==> src/rtl/apb_cmd_master.sv <==
// APB3 master: turns a valid/ready command stream into one APB transfer per
// command and reports completion with a single-cycle response pulse carrying
// read data, slave error and timeout status.
module apb_cmd_master #(
    parameter int unsigned AWIDTH  = 4,
    parameter int unsigned DWIDTH  = 8,
    // Max consecutive ACCESS cycles with pready low before abort; 0 disables.
    parameter int unsigned TIMEOUT = 15
) (
    input  logic              pclk,
    input  logic              presetn,

    // Command stream
    input  logic              cmd_valid,
    output logic              cmd_ready,
    input  logic              cmd_write,
    input  logic [AWIDTH-1:0] cmd_addr,
    input  logic [DWIDTH-1:0] cmd_wdata,

    // Response pulse
    output logic              rsp_valid,
    output logic [DWIDTH-1:0] rsp_rdata,
    output logic              rsp_err,
    output logic              rsp_timeout,

    // APB3 master interface
    output logic              psel,
    output logic              penable,
    output logic [AWIDTH-1:0] paddr,
    output logic              pwrite,
    output logic [DWIDTH-1:0] pwdata,
    input  logic [DWIDTH-1:0] prdata,
    input  logic              pready,
    input  logic              pslverr
);

    // Wait counter is wide enough to hold TIMEOUT-1; at least one bit.
    localparam int unsigned CntW = (TIMEOUT <= 1) ? 1 : $clog2(TIMEOUT + 1);
    localparam logic [CntW-1:0] CntLast = CntW'((TIMEOUT == 0) ? 0 : TIMEOUT - 1);
    localparam bit TimeoutEn = (TIMEOUT != 0);

    typedef enum logic [1:0] {
        StIdle,
        StSetup,
        StAccess
    } state_e;

    state_e            state_q, state_d;
    logic [CntW-1:0]   cnt_q, cnt_d;

    logic              psel_q, psel_d;
    logic              penable_q, penable_d;
    logic [AWIDTH-1:0] paddr_q, paddr_d;
    logic              pwrite_q, pwrite_d;
    logic [DWIDTH-1:0] pwdata_q, pwdata_d;

    logic              rsp_valid_q, rsp_valid_d;
    logic [DWIDTH-1:0] rsp_rdata_q, rsp_rdata_d;
    logic              rsp_err_q, rsp_err_d;
    logic              rsp_timeout_q, rsp_timeout_d;

    logic              timeout_hit;

    // This ACCESS cycle is the TIMEOUT-th consecutive one with pready low.
    assign timeout_hit = TimeoutEn && (cnt_q == CntLast);

    // Next-state and registered-output logic for the IDLE/SETUP/ACCESS sequence.
    always_comb begin
        state_d       = state_q;
        cnt_d         = cnt_q;
        psel_d        = psel_q;
        penable_d     = penable_q;
        paddr_d       = paddr_q;
        pwrite_d      = pwrite_q;
        pwdata_d      = pwdata_q;
        rsp_valid_d   = 1'b0;
        rsp_rdata_d   = rsp_rdata_q;
        rsp_err_d     = rsp_err_q;
        rsp_timeout_d = rsp_timeout_q;

        unique case (state_q)
            StIdle: begin
                psel_d    = 1'b0;
                penable_d = 1'b0;
                if (cmd_valid) begin
                    paddr_d  = cmd_addr;
                    pwrite_d = cmd_write;
                    pwdata_d = cmd_wdata;
                    psel_d   = 1'b1;
                    state_d  = StSetup;
                end
            end

            StSetup: begin
                penable_d = 1'b1;
                cnt_d     = '0;
                state_d   = StAccess;
            end

            StAccess: begin
                if (pready) begin
                    psel_d        = 1'b0;
                    penable_d     = 1'b0;
                    rsp_valid_d   = 1'b1;
                    rsp_err_d     = pslverr;
                    rsp_timeout_d = 1'b0;
                    rsp_rdata_d   = pwrite_q ? '0 : prdata;
                    state_d       = StIdle;
                end else if (timeout_hit) begin
                    psel_d        = 1'b0;
                    penable_d     = 1'b0;
                    rsp_valid_d   = 1'b1;
                    rsp_err_d     = 1'b1;
                    rsp_timeout_d = 1'b1;
                    rsp_rdata_d   = '0;
                    state_d       = StIdle;
                end else if (cnt_q != {CntW{1'b1}}) begin
                    // Saturate when the timeout is disabled so the count never wraps.
                    cnt_d = cnt_q + 1'b1;
                end
            end

            default: begin
                psel_d    = 1'b0;
                penable_d = 1'b0;
                state_d   = StIdle;
            end
        endcase
    end

    // State and output registers; reset aborts any transfer without a response.
    always_ff @(posedge pclk or negedge presetn) begin
        if (!presetn) begin
            state_q       <= StIdle;
            cnt_q         <= '0;
            psel_q        <= 1'b0;
            penable_q     <= 1'b0;
            paddr_q       <= '0;
            pwrite_q      <= 1'b0;
            pwdata_q      <= '0;
            rsp_valid_q   <= 1'b0;
            rsp_rdata_q   <= '0;
            rsp_err_q     <= 1'b0;
            rsp_timeout_q <= 1'b0;
        end else begin
            state_q       <= state_d;
            cnt_q         <= cnt_d;
            psel_q        <= psel_d;
            penable_q     <= penable_d;
            paddr_q       <= paddr_d;
            pwrite_q      <= pwrite_d;
            pwdata_q      <= pwdata_d;
            rsp_valid_q   <= rsp_valid_d;
            rsp_rdata_q   <= rsp_rdata_d;
            rsp_err_q     <= rsp_err_d;
            rsp_timeout_q <= rsp_timeout_d;
        end
    end

    assign cmd_ready   = (state_q == StIdle);

    assign psel        = psel_q;
    assign penable     = penable_q;
    assign paddr       = paddr_q;
    assign pwrite      = pwrite_q;
    assign pwdata      = pwdata_q;

    assign rsp_valid   = rsp_valid_q;
    assign rsp_rdata   = rsp_rdata_q;
    assign rsp_err     = rsp_err_q;
    assign rsp_timeout = rsp_timeout_q;

endmodule
==> config.mk <==
export PLATFORM = sky130hd
export DESIGN_NAME = apb_cmd_master
export DESIGN_NICKNAME = d
export VERILOG_FILES = /design/src/rtl/apb_cmd_master.sv
export SDC_FILE = /design/constraint.sdc
export NUM_CORES = 1
export LEC_CHECK = 0
export ABC_CLOCK_PERIOD_IN_PS = 1600
export CAP_MARGIN = 20
export CORE_MARGIN = 2
export CORE_UTILIZATION = 45
export CTS_BUF_LIST = sky130_fd_sc_hd__clkbuf_4
export CTS_CLUSTER_SIZE = 25
export DETAILED_ROUTE_END_ITERATION = 8
export GPL_TIMING_DRIVEN = 0
export PLACE_DENSITY_LB_ADDON = 0.2
export SLEW_MARGIN = 20
export SYNTH_ARGS = -nofsm -noshare
export SYNTH_HDL_FRONTEND = slang
export SYNTH_SLANG_ARGS = --single-unit
==> constraint.sdc <==
create_clock -name pclk -period 1.6 [get_ports pclk]
set_input_delay 0.24 -clock pclk [delete_from_list [all_inputs] [get_ports pclk]]
set_output_delay 0.24 -clock pclk [all_outputs]
set_load 0.02 [all_outputs]
* After elaboration in Yosys (flattened, before gate mapping)
Index checks and enable logic that the tools add are counted.
** Storage, ports and cells
- Output and inout port bits :: 27
- Logic and storage cells :: 52
- Flip-flop bits (word level) :: 32
** Cells by class
- $add $sub $neg :: 1
- Muxes and demuxes :: 22
- Reduce and logical (&&, ||, !) cells :: 8
- Equal/unequal tests :: 9
- Bitwise operators :: 1
** Operator list (count)
- 8-bit 2-to-1 mux :: 3
- 4-bit 2-to-1 mux :: 3
- 1-bit 2-to-1 mux :: 9
- 2-bit != test (second input constant) :: 4
- 4-bit one-hot mux with 2 select lines :: 1
- 2-bit AND reduction :: 4
- 2-bit 2-to-1 mux :: 3
- 2-bit one-hot mux with 3 select lines :: 1
- 4-bit by 1-bit adder with 4-bit output (second input constant) :: 1
- 4-bit == test (second input constant) :: 1
- 4-bit != test (second input constant) :: 1
- 4-bit AND reduction :: 1
- 2-bit nonzero test :: 2
- 3-bit != test (second input constant) :: 1
- 1-bit one-hot mux with 3 select lines :: 1
- 2-bit by 1-bit == test with 1-bit output (second input constant) :: 1
- 2-bit == test (second input constant) :: 1
- 2-bit zero test :: 1
- 1-bit one-hot mux with 2 select lines :: 1
- 1-bit inverter :: 1

* Logic depth before layout (Yosys ltp)
- Depth in word-level cells :: 5
- Mapped depth :: 6

* Worst setup path before layout
OpenSTA, ideal clock, no wires.
- Kind :: reg2reg
- Start :: reg state_q[0]
- End :: reg paddr_q[0] (netlist: paddr[0])
- Stages on the path, launching flop included :: 6
- Setup time :: 0.125 ns
- Slack :: 0.033 ns
- Arrival :: 1.442 ns
- Buffers on the path :: 2
- Cell sequence :: dfrtp_1 -> nor2_1 -> and2_1 -> buf_6 -> buf_6 -> mux2_4
** Between the ends
- Word-level cells in the longest chain between the ends :: 2
** RTL lines
- start, declared :: RTL line 48 : state_e state_q, state_d;
- start signal, assigned :: RTL line 134 : state_q <= StIdle;
- start signal, assigned :: RTL line 146 : state_q <= state_d;
- 2-bit zero test
- net cmd_ready :: RTL line 15 : output logic cmd_ready,
- 2-bit AND reduction (no source line)
- end signal, assigned :: RTL line 150 : paddr_q <= paddr_d;
- end, declared :: RTL line 53 : logic [AWIDTH-1:0] paddr_q, paddr_d;
The timed path passes the listed nets, and every way through them passes these cells.
A chain may end at the register's enable or synchronous reset.

* Final worst setup path
- Start :: reg rsp_rdata_q[3] (netlist: rsp_rdata[3])
- End :: out rsp_rdata[3]
** RTL lines
- start, declared :: RTL line 58 : logic [DWIDTH-1:0] rsp_rdata_q, rsp_rdata_d;
- start signal, assigned :: RTL line 154 : rsp_rdata_q <= rsp_rdata_d;
- end, declared :: RTL line 22 : output logic [DWIDTH-1:0] rsp_rdata,
No word-level cell between the ends.

==> impl_metrics.env <==
export IMPL_tightest_slew_ns=0.677
export IMPL_place_congestion=0.696
export IMPL_crit_arrival_ns=1.30
export IMPL_portBuffers=52
export IMPL_path_buf_inv=1
export IMPL_startpoint_type="flop"
export IMPL_antenna_left=0
export IMPL_routed_wirelength_mm=2.87
export IMPL_yosysWarnings=0
export IMPL_setup_slack_ns=0.0583
export IMPL_grt_max_degree=33
export IMPL_antenna_found_initial=0
export IMPL_criticalPathCategory="reg -> out"
export IMPL_via_per_inst=5.45
export IMPL_avgSynthCellArea_um2=13.5
export IMPL_nNetsFinal=191
export IMPL_hpwlAfterDp_mm=2.04
export IMPL_wire_per_inst_um=14.6
export IMPL_crit_chain="clkdlybuf4s50_1"
export IMPL_floorplan_die_height_um=59.3
export IMPL_tns_ns=0
export IMPL_fp_dieW_um=59.3
export IMPL_synth_seq_cells=32
export IMPL_ys_types=34
export IMPL_cts_root_buf="clkbuf_4"
export IMPL_design_area_mm2=0.00205
export IMPL_critPathTopFamily="buffers and inverters"
export IMPL_endpoint_kind="output pin"
export IMPL_synth_nets=130
export IMPL_fin_cells=197
export IMPL_clkPwrFrac_pct=15.3
export IMPL_start_util_pct=46.2
export IMPL_post_dp_cell_area_mm2=0.00193
export IMPL_drive_above_1_share_pct=19.5
export IMPL_critPathMaxStageDelay_ns=0.61
export IMPL_hold_path_class="in -> async"
export IMPL_clk_pin_slew_ns=0.10
export IMPL_drt_iter0_drc=24
export IMPL_cts_buffers=5
export IMPL_setup_violations=0
export IMPL_grt_pass1_wl_mm=4.57
export IMPL_area_delta_synth_final_pct=48.9
export IMPL_finalHoldViolCount=0
export IMPL_dieArea_mm2=0.00351
export IMPL_grt_pass1_vias=1005
export IMPL_grt_util_all_layers_pct=17.9
export IMPL_cts_sink_count=32
export IMPL_overflow=0
export IMPL_p_switching_mw=1.33
export IMPL_clockBufferDepth=2
export IMPL_p_int_mw=2.48
export IMPL_ios=53
export IMPL_leakage_nw=1.02
export IMPL_fin_crit_sh_pct=96.4
export IMPL_utilization_pct=68.7
export IMPL_synthesis_area_mm2=0.00138
export IMPL_placed_cells=187
export IMPL_firstDrtPassIters=4
export IMPL_n_antenna_cell=0
export IMPL_post_place_ws_ns=-0.0228
export IMPL_pwr_share_seq_pct=35.0
export IMPL_cp_slowest_cell="clkdlybuf4s50_1"
export IMPL_rows=20
export IMPL_ys_seq_area_share_pct=58.2
export IMPL_rsz0062_at_grt="no"
export IMPL_synthCells=102
export IMPL_p_per_area_mw_per_mm2=1860
export IMPL_peakVddDrop_mv=1.03
export IMPL_core_area_mm2=0.00298
export IMPL_max_slew_margin_pct=54.9
export IMPL_min_period_ns=1.54
export IMPL_cap_violations=0
export IMPL_slew_violations=0
export IMPL_skew_ns=0.00826
export IMPL_clock_latency_ns=0.33
export IMPL_sw_frac_of_total_pct=34.9
export IMPL_htreeDepth=2
export IMPL_reg2reg_slack_ns=0.08
export IMPL_fmax_ghz=0.649
export IMPL_drcViolationCount=0
export IMPL_status="completed"
export IMPL_cp_required_ns=1.36
export IMPL_cts_tree="yes"
export IMPL_comb_power_share_pct=49.7
export IMPL_dr_total_vias=1073
export IMPL_power_total_mw=3.80
export IMPL_hold_ws_ns=0.478
export IMPL_cp_max_fo=2
[cell usage after synthesis, drive strengths merged]
cell type / number / area share, %
buf: 6 / 3.1
a21o: 1 / 0.55
nand3: 1 / 0.36
a31oi: 1 / 0.46
o211a: 1 / 0.73
nor2b: 1 / 0.46
nand3b: 1 / 0.55
nor4: 1 / 0.46
mux2: 13 / 13
dfrtp: 32 / 58
o22a: 1 / 0.64
a22o: 10 / 6.4
and2: 1 / 0.46
nand2: 7 / 2.1
o211ai: 1 / 0.55
ha: 2 / 1.8
a211oi: 1 / 0.55
or2: 1 / 0.46
a41oi: 1 / 0.64
a32o: 1 / 0.73
a21oi: 4 / 1.5
o31ai: 2 / 1.1
nor2: 3 / 1.0
and2b: 1 / 0.55
inv: 2 / 0.55
and4b: 1 / 0.73
nor4bb: 1 / 0.73
nand2b: 2 / 0.91
a31o: 1 / 0.64
o21ai: 1 / 0.36
[flip-flops by register name (all words and copies together) (netlist names)]
register,cells
cnt_q,4
paddr,4
penable,1
psel,1
pwdata,8
pwrite,1
rsp_err,1
rsp_rdata,8
rsp_timeout,1
rsp_valid,1
state_q,2
[cell families (layout without fill, tap and decap cells)]
kind of cell	after synthesis	count (layout)	share of synthesized area, %
and+or+nand+nor	21	21	8.74
buffers and inverters	8	70	3.64
AOI/OAI and AO/OA	26	26	14.7
DFF	32	32	58.2
muxes	13	13	12.8
adders and majority gates	2	2	1.82
[area by class of cell]
cell class | count | area (um2)
flip-flops and latches | 32 | 801
plain buffers | 6 | 42.5
clock inverters | 3 | 37.5
clock buffers | 5 | 37.5
inverters | 2 | 7.51
fillers | 215 | 931
multi-input cells | 62 | 527
well taps | 33 | 41.3
repair buffers | 54 | 553
[final timing paths]
check                      cells after the start               endpoint                      from
min reg2reg                                    1       psel$_DFFE_PN0P_          psel$_DFFE_PN0P_
min                                            2   cnt_q[2]$_DFFE_PN0P_                   presetn
min in group pclk                              1       psel$_DFFE_PN0P_          psel$_DFFE_PN0P_
max reg2reg                                    5   cnt_q[1]$_DFFE_PN0P_      cnt_q[0]$_DFFE_PN0P_
max                                            1           rsp_rdata[3]  rsp_rdata[3]$_DFFE_PN0P_
max in group asynchronous                      2  pwdata[0]$_DFFE_PN0P_                   presetn
[cells in the final DEF (no fill, tap or decap), types with 4 or more instances in the layout]
| cell type | count |
|---|---|
| mux2_4 | 8 |
| nand2_1 | 6 |
| clkdlybuf4s50_1 | 40 |
| mux2_2 | 5 |
| buf_2 | 5 |
| a21oi_1 | 4 |
| dfrtp_1 | 32 |
| a22o_1 | 10 |
| clkbuf_4 | 5 |
| dlymetal6s2s_1 | 9 |
[power groups by stage]
stage / logic (mW) / clock network, mW / registers [mW]
2_1_floorplan: 0.714 / 0 / 1.71
3_5_place_dp: 1.91 / 0 / 1.36
4_1_cts: 1.90 / 0.600 / 1.35
3_3_place_gp: 1.88 / 0 / 1.35
6_report: 1.89 / 0.582 / 1.33
5_1_grt: 2.02 / 0.637 / 1.38
[repair_timing]
action,in CTS,in global routing
cloned,0,0
setup buffers,0,1
resized for setup,2,10
endpoints found under the setup margin,2,19
hold buffers,1,0
hold endpoints to repair,32,0
[metal layers]
layer	vias to the layer above	share of wire [%]	global-route usage, %
li1	497	-	-
met1	524	41	21.3
met2	43	50	28.6
met3	9	6.3	6.99
met4	0	2.1	8.12
met5	-	0	0
Power figures use the tool's default switching activity.
